===== config.mk =====
export PLATFORM = sky130hd
export DESIGN_NAME = rv_decode_stage
export DESIGN_NICKNAME = d
export VERILOG_FILES = /design/src/rtl/rv_pkg.sv /design/src/rtl/rv_imm_gen.sv /design/src/rtl/rv_decode_stage.sv
export SDC_FILE = /design/constraint.sdc
export NUM_CORES = 1
export LEC_CHECK = 0
export ABC_AREA = 1
export CAP_MARGIN = 10
export CORE_MARGIN = 3
export CORE_UTILIZATION = 50
export DETAILED_ROUTE_END_ITERATION = 8
export GPL_ROUTABILITY_DRIVEN = 0
export PLACE_DENSITY = 0.87
export SETUP_SLACK_MARGIN = 0.5
export SLEW_MARGIN = 15
export SYNTH_ARGS = -nofsm -noshare
export SYNTH_HDL_FRONTEND = slang
export SYNTH_SLANG_ARGS = --single-unit

===== constraint.sdc =====
create_clock -name clock -period 3.5 [get_ports clock]
set_input_delay 0.875 -clock clock [delete_from_list [all_inputs] [get_ports clock]]
set_output_delay 0.875 -clock clock [all_outputs]
set_load 0.005 [all_outputs]

===== src/rtl/rv_pkg.sv =====
// Shared RV32I decode constants: major opcodes, ALU operation codes and immediate formats.
package rv_pkg;

  localparam logic [6:0] OPC_R      = 7'b0110011;
  localparam logic [6:0] OPC_OP_IMM = 7'b0010011;
  localparam logic [6:0] OPC_LOAD   = 7'b0000011;
  localparam logic [6:0] OPC_STORE  = 7'b0100011;
  localparam logic [6:0] OPC_BRANCH = 7'b1100011;
  localparam logic [6:0] OPC_JAL    = 7'b1101111;
  localparam logic [6:0] OPC_JALR   = 7'b1100111;
  localparam logic [6:0] OPC_LUI    = 7'b0110111;
  localparam logic [6:0] OPC_AUIPC  = 7'b0010111;

  localparam logic [3:0] ALU_ADD  = 4'd0;
  localparam logic [3:0] ALU_SUB  = 4'd1;
  localparam logic [3:0] ALU_SLL  = 4'd2;
  localparam logic [3:0] ALU_SLT  = 4'd3;
  localparam logic [3:0] ALU_SLTU = 4'd4;
  localparam logic [3:0] ALU_XOR  = 4'd5;
  localparam logic [3:0] ALU_SRL  = 4'd6;
  localparam logic [3:0] ALU_SRA  = 4'd7;
  localparam logic [3:0] ALU_OR   = 4'd8;
  localparam logic [3:0] ALU_AND  = 4'd9;
  localparam logic [3:0] ALU_PASS = 4'd10;

  typedef enum logic [2:0] {
    IMM_NONE = 3'd0,
    IMM_I    = 3'd1,
    IMM_S    = 3'd2,
    IMM_B    = 3'd3,
    IMM_U    = 3'd4,
    IMM_J    = 3'd5
  } imm_type_e;

endpackage


===== src/rtl/rv_imm_gen.sv =====
// Combinational immediate generator: reassembles and sign-extends the RV32I immediate formats.
module rv_imm_gen
  import rv_pkg::*;
#(
  parameter int XLEN = 32
) (
  input  logic [31:7]     instr,
  input  logic [2:0]      imm_sel,
  output logic [XLEN-1:0] imm
);

  logic signed [31:0] imm32;

  always_comb begin
    imm32 = '0;
    case (imm_type_e'(imm_sel))
      IMM_I:   imm32 = {{20{instr[31]}}, instr[31:20]};
      IMM_S:   imm32 = {{20{instr[31]}}, instr[31:25], instr[11:7]};
      IMM_B:   imm32 = {{19{instr[31]}}, instr[31], instr[7], instr[30:25], instr[11:8], 1'b0};
      IMM_U:   imm32 = {instr[31:12], 12'b0};
      IMM_J:   imm32 = {{11{instr[31]}}, instr[31], instr[19:12], instr[20], instr[30:21], 1'b0};
      default: imm32 = '0;
    endcase
  end

  assign imm = XLEN'(imm32);

endmodule


===== src/rtl/rv_decode_stage.sv =====
// RV32I decode stage: register-file addressing, writeback bypass, control/immediate decode,
// load-use bubble insertion and a single output register toward EX.
module rv_decode_stage
  import rv_pkg::*;
#(
  parameter int XLEN       = 32,
  parameter int REG_ADDR_W = 5,
  parameter int ALU_OP_W   = 4
) (
  input  logic                  clock,
  input  logic                  reset,
  input  logic                  if_valid,
  output logic                  if_ready,
  input  logic [31:0]           if_instr,
  input  logic [XLEN-1:0]       if_pc,
  output logic [REG_ADDR_W-1:0] read_reg_num1,
  output logic [REG_ADDR_W-1:0] read_reg_num2,
  input  logic [XLEN-1:0]       read_data1,
  input  logic [XLEN-1:0]       read_data2,
  input  logic                  wb_regwrite,
  input  logic [REG_ADDR_W-1:0] wb_write_reg,
  input  logic [XLEN-1:0]       wb_write_data,
  input  logic                  flush,
  output logic                  ex_valid,
  input  logic                  ex_ready,
  output logic [XLEN-1:0]       ex_pc,
  output logic [XLEN-1:0]       ex_imm,
  output logic [XLEN-1:0]       ex_rs1_data,
  output logic [XLEN-1:0]       ex_rs2_data,
  output logic [REG_ADDR_W-1:0] ex_rd,
  output logic [ALU_OP_W-1:0]   ex_alu_op,
  output logic                  ex_alusrc,
  output logic                  ex_memread,
  output logic                  ex_memwrite,
  output logic                  ex_branch,
  output logic                  ex_jump,
  output logic                  ex_regwrite,
  output logic                  ex_illegal,
  output logic [31:0]           stall_count
);

  function automatic logic [XLEN-1:0] sel_operand(
    input logic [REG_ADDR_W-1:0] idx,
    input logic [XLEN-1:0]       rdata,
    input logic                  wb_we,
    input logic [REG_ADDR_W-1:0] wb_reg,
    input logic [XLEN-1:0]       wb_data
  );
    if (idx == '0)                 return '0;
    else if (wb_we && wb_reg == idx) return wb_data;
    else                           return rdata;
  endfunction

  function automatic logic [3:0] alu_from_funct(
    input logic [2:0] f3,
    input logic       f7b5,
    input logic       is_reg
  );
    case (f3)
      3'b000:  return (is_reg && f7b5) ? ALU_SUB : ALU_ADD;
      3'b001:  return ALU_SLL;
      3'b010:  return ALU_SLT;
      3'b011:  return ALU_SLTU;
      3'b100:  return ALU_XOR;
      3'b101:  return f7b5 ? ALU_SRA : ALU_SRL;
      3'b110:  return ALU_OR;
      default: return ALU_AND;
    endcase
  endfunction

  function automatic logic [31:0] sat_inc(input logic [31:0] cnt);
    return (cnt == 32'hFFFF_FFFF) ? cnt : cnt + 32'd1;
  endfunction

  logic [6:0]            opcode;
  logic [2:0]            funct3;
  logic [REG_ADDR_W-1:0] rs1, rs2, rd;
  logic [XLEN-1:0]       rs1_val, rs2_val, dec_imm;
  logic [2:0]            dec_imm_sel;
  logic [3:0]            dec_alu_op;
  logic dec_alusrc, dec_memread, dec_memwrite, dec_branch, dec_jump, dec_regwrite, dec_illegal;
  logic uses_rs1, uses_rs2, hazard, accept;

  assign opcode        = if_instr[6:0];
  assign funct3        = if_instr[14:12];
  assign rd            = if_instr[11:7];
  assign rs1           = if_instr[19:15];
  assign rs2           = if_instr[24:20];
  assign read_reg_num1 = rs1;
  assign read_reg_num2 = rs2;

  assign rs1_val = sel_operand(rs1, read_data1, wb_regwrite, wb_write_reg, wb_write_data);
  assign rs2_val = sel_operand(rs2, read_data2, wb_regwrite, wb_write_reg, wb_write_data);

  always_comb begin
    dec_imm_sel  = IMM_NONE;
    dec_alu_op   = ALU_ADD;
    dec_alusrc   = 1'b0;
    dec_memread  = 1'b0;
    dec_memwrite = 1'b0;
    dec_branch   = 1'b0;
    dec_jump     = 1'b0;
    dec_regwrite = 1'b0;
    dec_illegal  = 1'b0;
    uses_rs1     = 1'b1;
    uses_rs2     = 1'b0;
    case (opcode)
      OPC_R: begin
        dec_alu_op   = alu_from_funct(funct3, if_instr[30], 1'b1);
        dec_regwrite = 1'b1;
        uses_rs2     = 1'b1;
      end
      OPC_OP_IMM: begin
        dec_imm_sel  = IMM_I;
        dec_alu_op   = alu_from_funct(funct3, if_instr[30], 1'b0);
        dec_alusrc   = 1'b1;
        dec_regwrite = 1'b1;
      end
      OPC_LOAD: begin
        dec_imm_sel  = IMM_I;
        dec_alusrc   = 1'b1;
        dec_memread  = 1'b1;
        dec_regwrite = 1'b1;
      end
      OPC_STORE: begin
        dec_imm_sel  = IMM_S;
        dec_alusrc   = 1'b1;
        dec_memwrite = 1'b1;
        uses_rs2     = 1'b1;
      end
      OPC_BRANCH: begin
        dec_imm_sel = IMM_B;
        dec_alu_op  = ALU_SUB;
        dec_branch  = 1'b1;
        uses_rs2    = 1'b1;
      end
      OPC_JAL: begin
        dec_imm_sel  = IMM_J;
        dec_alusrc   = 1'b1;
        dec_jump     = 1'b1;
        dec_regwrite = 1'b1;
        uses_rs1     = 1'b0;
      end
      OPC_JALR: begin
        dec_imm_sel  = IMM_I;
        dec_alusrc   = 1'b1;
        dec_jump     = 1'b1;
        dec_regwrite = 1'b1;
      end
      OPC_LUI: begin
        dec_imm_sel  = IMM_U;
        dec_alu_op   = ALU_PASS;
        dec_alusrc   = 1'b1;
        dec_regwrite = 1'b1;
        uses_rs1     = 1'b0;
      end
      OPC_AUIPC: begin
        dec_imm_sel  = IMM_U;
        dec_alusrc   = 1'b1;
        dec_regwrite = 1'b1;
        uses_rs1     = 1'b0;
      end
      default: dec_illegal = 1'b1;
    endcase
  end

  rv_imm_gen #(.XLEN(XLEN)) u_imm_gen (
    .instr   (if_instr[31:7]),
    .imm_sel (dec_imm_sel),
    .imm     (dec_imm)
  );

  // A bypassed operand still stalls: the load result is not yet on the writeback port.
  assign hazard = if_valid & ex_valid & ex_memread & (ex_rd != '0)
                & ((uses_rs1 & (ex_rd == rs1)) | (uses_rs2 & (ex_rd == rs2)));
  assign if_ready = flush | ((~ex_valid | ex_ready) & ~hazard);
  assign accept   = if_valid & if_ready;

  // ---- decode -> EX output register ----
  always_ff @(posedge clock or negedge reset) begin
    if (!reset) begin
      ex_valid    <= 1'b0;
      ex_pc       <= '0;
      ex_imm      <= '0;
      ex_rs1_data <= '0;
      ex_rs2_data <= '0;
      ex_rd       <= '0;
      ex_alu_op   <= '0;
      ex_alusrc   <= 1'b0;
      ex_memread  <= 1'b0;
      ex_memwrite <= 1'b0;
      ex_branch   <= 1'b0;
      ex_jump     <= 1'b0;
      ex_regwrite <= 1'b0;
      ex_illegal  <= 1'b0;
      stall_count <= '0;
    end else if (flush) begin
      ex_valid <= 1'b0;
    end else if (hazard) begin
      if (ex_ready) begin
        ex_valid    <= 1'b0;
        stall_count <= sat_inc(stall_count);
      end
    end else if (accept) begin
      ex_valid    <= 1'b1;
      ex_pc       <= if_pc;
      ex_imm      <= dec_imm;
      ex_rs1_data <= rs1_val;
      ex_rs2_data <= rs2_val;
      ex_rd       <= rd;
      ex_alu_op   <= ALU_OP_W'(dec_alu_op);
      ex_alusrc   <= dec_alusrc;
      ex_memread  <= dec_memread;
      ex_memwrite <= dec_memwrite;
      ex_branch   <= dec_branch;
      ex_jump     <= dec_jump;
      ex_regwrite <= dec_regwrite & (rd != '0);
      ex_illegal  <= dec_illegal;
    end else if (ex_ready) begin
      ex_valid <= 1'b0;
    end
  end

endmodule


==> summary.txt, run 1 <==
Setup path
  • Delay of the slowest critical-path stage: 0.31 ns
  • R2R Path End: ex_rs2_data[10]$_DFFE_PN0P_
  • Crit-path cells: clkdlybuf4s15_1, nand2_4, nor2_4, nand2_1, nand2_2, inv_2, nand3_2, nand2_2, nand2_4, nand2_1, nand2_1, buf_2
  • Worst Setup End Kind: primary output
  • CP dominant cell by count: nand2_1
  • Worst path bufs/invs: 3
  • Crit path max-delay family: simple AND/OR/NAND/NOR gates
  • Data required, critical path: 2.62 ns
  • CP Class: input pin to primary output
  • CP startpoint: if_instr[5]
  • Worst r2r src: ex_rd[3]$_DFFE_PN0P_
  • Critical path depth: 12
  • R2r setup slk: 0.98 ns
  • Crit path arrival time: 2.03 ns
  • Startpoint class of the critical path: input pin
  • Worst-case reg-to-reg path depth: 10
  • Worst path slowest cell: clkdlybuf4s15_1
  • Worst setup path end: if_ready
  • Maximum fanout along the worst path: 4

Clock tree
  • CTS tree: built
  • Clk buf depth: 2
  • Root buffer cell: clkbuf_16
  • Total CTS buffers: 17
  • Total clock sinks: 177
  • Worst-path clk slew: 0.07 ns
  • H-Tree Level Count: 4
  • # hold bufs at CTS: 0
  • Clock latency on the worst-skew pair: 0.44 ns

GRT
  • Initial antenna violation count: 0
  • GRT overflow: 0
  • Total GRT Usage: 30.9%
  • Number of global-route vias before repair: 10,646
  • Global-route wire length before repair: 55,900 um
  • Largest net degree at the start of global routing: 147

Floorplanning
  • DIE WIDTH: 150 um
  • Die area: 22,500 um2
  • Chip Height: 150 um
  • Core ar.: 20,300 um2
  • Initial Utilization: 51.0%
  • Row count: 52
  • Number of I/O pins: 359

Detailed routing
  • DRT Pass-1 Iters: 7
  • DR WL/cell: 16.8 um
  • Via count: 11,591
  • Routed wire length: 35,700 um
  • DRC viols: 0
  • DRT antenna net count: 0
  • Initial drt markers: 1,073
  • Via density: 5.44

Synthesis
  • Mapped cell area: 10,400 um2
  • Yosys reg bits: 177
  • Prevailing post-synth register cell: dfrtp_1
  • Post-Syn Nets: 1,697
  • Share of the synthesized area in the top cell type: 42.8%
  • Post-Syn Area per Cell: 6.79 um2
  • Yosys top cell by area: dfrtp_1
  • Top post-synthesis cells by area: dfrtp_1 43%, nand2_1 23%, nand4_1 9.1%
  • Synth async-reset ratio: 100%
  • Seq/Total Area, Yosys: 42.8%
  • Most common cell in the netlist: nand2_1
  • Yosys warns: 0
  • Distinct cells, synth: 26
  • Most frequent cells after synthesis: 643 x nand2_1, 191 x nor2_1, 177 x dfrtp_1
  • Cells after Synth: 1,525
  • EDFF count, synth: 0

STA
  • Final Hold Vio Count: 0
  • Post-layout minimum cycle time: 2.90 ns
  • Setup violators final: 0
  • Tightest Pin Transition: 0.754 ns
  • Clk_skew: 0.0115 ns
  • Hold slack: 0.464 ns
  • RSZ-0062 raised after global routing: false
  • Fmax: 0.344 GHz
  • Max_slew headroom: 49.7%
  • Max Slew Vio Count: 0
  • Total negative slack: 0 ns
  • Final period util: 83.0%

Finish
  • Antenna cells: 0
  • Final Cell Area: 14,800 um2
  • Final #Nets: 2,018
  • Share of cells above drive strength 1: 6.08%
  • Area delta synth->final: 43.4%

Power and ir drop
  • Maximum vdd drop: 0.298 mV
  • P per Cell Area: 371 nW/um2
  • Leakage: 0.00789 uW

Placed design
  • HPWL after DPL: 24,700 um
  • DP Area: 14,200 um2
  • Number of port buffers: 358

Job
  • Number of max-cap violations: 0

Status
  • Status: finished, final reports clean

Worst hold path
  • Hold crit path type: input pin to asynchronous set/reset pin
==> area by class of cell <==
| class | count | area (um2) |
|---|---|---|
| flip-flops and latches | 177 | 4430 |
| fillers | 1574 | 5460 |
| well taps | 270 | 338 |
| repair buffers | 405 | 4010 |
| multi-input cells | 1128 | 5050 |
| clock inverters | 15 | 143 |
| inverters | 117 | 439 |
| clock buffers | 17 | 425 |
==> stage by stage <==
| stage | setup WS [ns] | std cells | util [%] | power (uW) |
|---|---|---|---|---|
| detailed placement | -0.101 | 2094 | 70.0 | 3650 |
| CTS | 0.503 | 2129 | 73.0 | 5520 |
| floorplan | 0.634 | 1525 | - | 2810 |
| global route | 0.499 | 2129 | 73.1 | 5750 |
| global placement | -0.0491 | 2094 | 70.0 | 3630 |
| finish | 0.595 | 2129 | 73.1 | 5510 |
==> registers in the layout, indices dropped and copies added (netlist names), 4 cells and up <==
register / cells
ex_rd: 5
ex_alu_op: 4
stall_count: 32
ex_pc: 32
ex_rs1_data: 32
ex_imm: 32
ex_rs2_data: 32
==> cell usage in the layout, fill, tap and decap left out, drive strengths merged, types with 2 or more instances in the layout <==
cell type / count
dlymetal6s2s: 2
or2: 2
inv: 125
clkdlybuf4s15: 2
buf: 49
xnor2: 10
nand2: 646
o21ai: 13
xor2: 24
dlygate4sd2: 11
nand4: 151
nor2: 193
clkdlybuf4s50: 339
nor3: 16
clkbuf: 19
a21oi: 3
nand3: 65
clkinv: 6
dfrtp: 177
nand3b: 2
==> cell families after synthesis <==
| group | synth area share, % |
|---|---|
| AOI/OAI and AO/OA | 0.774 |
| xor gates and xnor gates | 2.88 |
| adders and majority gates | 0.121 |
| buffers and inverters | 9.28 |
| DFF | 42.8 |
| and+or+nand+nor | 44.2 |
==> worst min path at each step <==
stage          slack, ns  cells after the start                     endpoint
2_1_floorplan       0.47                      2     ex_alu_op[0]$_DFFE_PN0P_
3_3_place_gp        0.45                      2        ex_pc[19]$_DFFE_PN0P_
3_5_place_dp        0.46                      2        ex_pc[21]$_DFFE_PN0P_
4_1_cts             0.47                      2        ex_pc[17]$_DFFE_PN0P_
5_1_grt             0.49                      2       ex_imm[11]$_DFFE_PN0P_
6_report            0.46                      1  stall_count[15]$_DFFE_PN0P_
==> where the power goes <==
part,internal [uW],switching (uW),total (uW)
sequential,2240,129,2370
clock,947,926,1870
combinational,692,573,1260
==> metal layers <==
metal  global-route usage, %  part of all wire, %  routed length [um]  up-vias
met5                       0                    0                   0        -
met4                    12.9                  4.2                1480        0
met3                    7.63                   10                3620      116
met2                    51.1                   48               17000      637
met1                    38.7                   38               13600     5382
li1                        -                    -                   -     5456
==> what timing repair did <==
item / in CTS / in global routing
buffers inserted: 3 / 0
resized for setup: 30 / 14
pin swaps: 6 / 8
endpoints found under the setup margin: 91 / 40
No activity file was read; power rests on OpenSTA's default activity.
==> run 2: changes to the inputs <==
--- a/config.mk
+++ b/config.mk
@@ -8,10 +8,10 @@
 export ABC_AREA = 1
 export CAP_MARGIN = 10
 export CORE_MARGIN = 3
-export CORE_UTILIZATION = 50
+export CORE_UTILIZATION = 46
 export DETAILED_ROUTE_END_ITERATION = 8
 export GPL_ROUTABILITY_DRIVEN = 0
-export PLACE_DENSITY = 0.87
+export PLACE_DENSITY = 0.81
 export SETUP_SLACK_MARGIN = 0.5
 export SLEW_MARGIN = 15
 export SYNTH_ARGS = -nofsm -noshare
==> constraint.sdc (replaced) <==
create_clock -name clock -period 2.9 [get_ports clock]
set_input_delay 0.725 -clock clock [delete_from_list [all_inputs] [get_ports clock]]
set_output_delay 0.725 -clock clock [all_outputs]
set_load 0.005 [all_outputs]
==> summary.txt, run 2 (same netlist as run 1, synthesis figures left out) <==
Status
  • Status: finished, final reports clean

Floorplanning
  • Initial Utilization: 47.1%
  • Number of I/O pins: 359
  • Core ar.: 22,000 um2
  • Die area: 24,300 um2
  • Chip Height: 156 um
  • DIE WIDTH: 156 um
  • Row count: 54

STA
  • Final period util: 87.6%
  • Setup violators final: 0
  • Tightest Pin Transition: 0.741 ns
  • Max_slew headroom: 50.6%
  • Post-layout minimum cycle time: 2.54 ns
  • Max Slew Vio Count: 0
  • Fmax: 0.394 GHz
  • Total negative slack: 0 ns
  • Clk_skew: 0.0162 ns
  • Final Hold Vio Count: 0
  • RSZ-0062 raised after global routing: true

Detailed routing
  • DRT Pass-1 Iters: 6
  • Via density: 5.47
  • Via count: 11,892
  • Initial drt markers: 1,278
  • DRC viols: 0
  • DRT antenna net count: 0
  • DR WL/cell: 17.9 um
  • Routed wire length: 39,000 um

Power and ir drop
  • P per Cell Area: 454 nW/um2
  • Maximum vdd drop: 0.363 mV
  • Leakage: 0.00813 uW

Setup path
  • Worst Setup End Kind: primary output
  • Maximum fanout along the worst path: 4
  • Crit path arrival time: 1.81 ns
  • CP Class: input pin to primary output
  • Data required, critical path: 2.17 ns
  • Startpoint class of the critical path: input pin

Clock tree
  • CTS tree: built
  • Total clock sinks: 177
  • Worst-path clk slew: 0.07 ns
  • # hold bufs at CTS: 0
  • Clk buf depth: 2
  • Root buffer cell: clkbuf_16
  • Clock latency on the worst-skew pair: 0.45 ns
  • H-Tree Level Count: 4
  • Total CTS buffers: 17

Finish
  • Sequential cell area: 4440 um2
  • Area delta synth->final: 49.3%
  • Share of cells above drive strength 1: 9.37%
  • Most frequent cells in the layout: 633 x nand2_1, 339 x clkdlybuf4s50_1, 177 x nor2_1, 172 x dfrtp_1, 151 x nand4_1
  • Area of the multi-input gates: 5150 um2
  • Finished Core Util: 70.4%
  • Commonest non-fill, non-tap cell in the layout: nand2_1
  • Final #Nets: 2,049
  • Filler cell count: 1,750

GRT
  • Total GRT Usage: 31.5%
  • Global-route wire length before repair: 61,400 um
  • Number of global-route vias before repair: 11,528
  • Largest net degree at the start of global routing: 147
  • Initial antenna violation count: 3
  • GRT overflow: 0

Placed design
  • HPWL after DPL: 26,400 um
  • Number of port buffers: 358

Worst hold path
  • Hold crit path type: input pin to asynchronous set/reset pin

Job
  • Number of max-cap violations: 0
[run 2: final cells by class]
cell class	instances	share of cell area, %
diodes	3	0.0486
well taps	280	2.27
repair buffers	436	28.6
clock buffers	18	2.84
flip-flops and latches	177	28.7
clock inverters	14	1.24
multi-input cells	1128	33.3
inverters	117	2.96
[run 2: path summary, 6_finish.rpt]
| kind | end | depth (start not counted) | slack (ns) | start |
|---|---|---|---|---|
| min in group clock | ex_imm[10]$_DFFE_PN0P_ | 2 | 0.47 | ex_imm[10]$_DFFE_PN0P_ |
| min reg2reg | ex_imm[10]$_DFFE_PN0P_ | 2 | 0.47 | ex_imm[10]$_DFFE_PN0P_ |
| min | stall_count[10]$_DFFE_PN0P_ | 1 | 0.26 | reset |
| max reg2reg | ex_rs2_data[5]$_DFFE_PN0P_ | 10 | 0.70 | ex_rd[0]$_DFFE_PN0P_ |
| max in group asynchronous | ex_pc[31]$_DFFE_PN0P_ | 2 | 1.83 | reset |
| max | if_ready | 10 | 0.36 | if_instr[2] |
[run 2: timing repair]
action	4_1_cts	5_1_grt
cloned	3	1
setup endpoints to repair	145	116
pin swaps	24	14
setup buffers	17	2
resized for setup	82	30
[run 2: power by group]
group | total [uW] | leakage (uW) | internal [uW] | switching (uW)
clock network | 2530 | 0.000310 | 1420 | 1110
logic | 1620 | 0.00552 | 883 | 736
registers | 2870 | 0.00230 | 2710 | 167
[run 2: stage by stage]
stage          instances  setup slack [ns]  hold slack (ns)  power (uW)  area, um2
3_5_place_dp        2115            -0.397            0.458        4460      14400
6_report            2173             0.360            0.255        7020      15500
4_1_cts             2167             0.405            0.287        7020      15400
2_1_floorplan       1525             0.478            0.429        3400      10400
3_3_place_gp        2115            -0.372            0.454        4430      14400
5_1_grt             2173             0.338            0.290        7320      15500
[run 2: worst max-delay path, stage by stage]
cell	delay (ns)
clkdlybuf4s15_2	0.22
nor2_2	0.13
nand2_2	0.09
a21oi_4	0.13
nand4_1	0.14
nand2_2	0.11
nand2_4	0.05
nand2_2	0.04
nand2_1	0.06
buf_2	0.13
[run 2: per-layer routing]
layer	part of all wire [%]	track usage (%)	up-vias
met5	0	0	-
met4	4.2	14.1	0
met3	9.5	6.91	121
met2	48	52.0	760
met1	38	39.7	5495
li1	-	-	5516
==> run 3: changes to the inputs <==
--- a/config.mk
+++ b/config.mk
@@ -13,7 +13,7 @@
 export GPL_ROUTABILITY_DRIVEN = 0
 export PLACE_DENSITY = 0.81
 export SETUP_SLACK_MARGIN = 0.5
-export SLEW_MARGIN = 15
+export SLEW_MARGIN = 40
 export SYNTH_ARGS = -nofsm -noshare
 export SYNTH_HDL_FRONTEND = slang
 export SYNTH_SLANG_ARGS = --single-unit
==> results of run 3 <==
The final DEF is identical to that of run 2; final timing and power are the same.
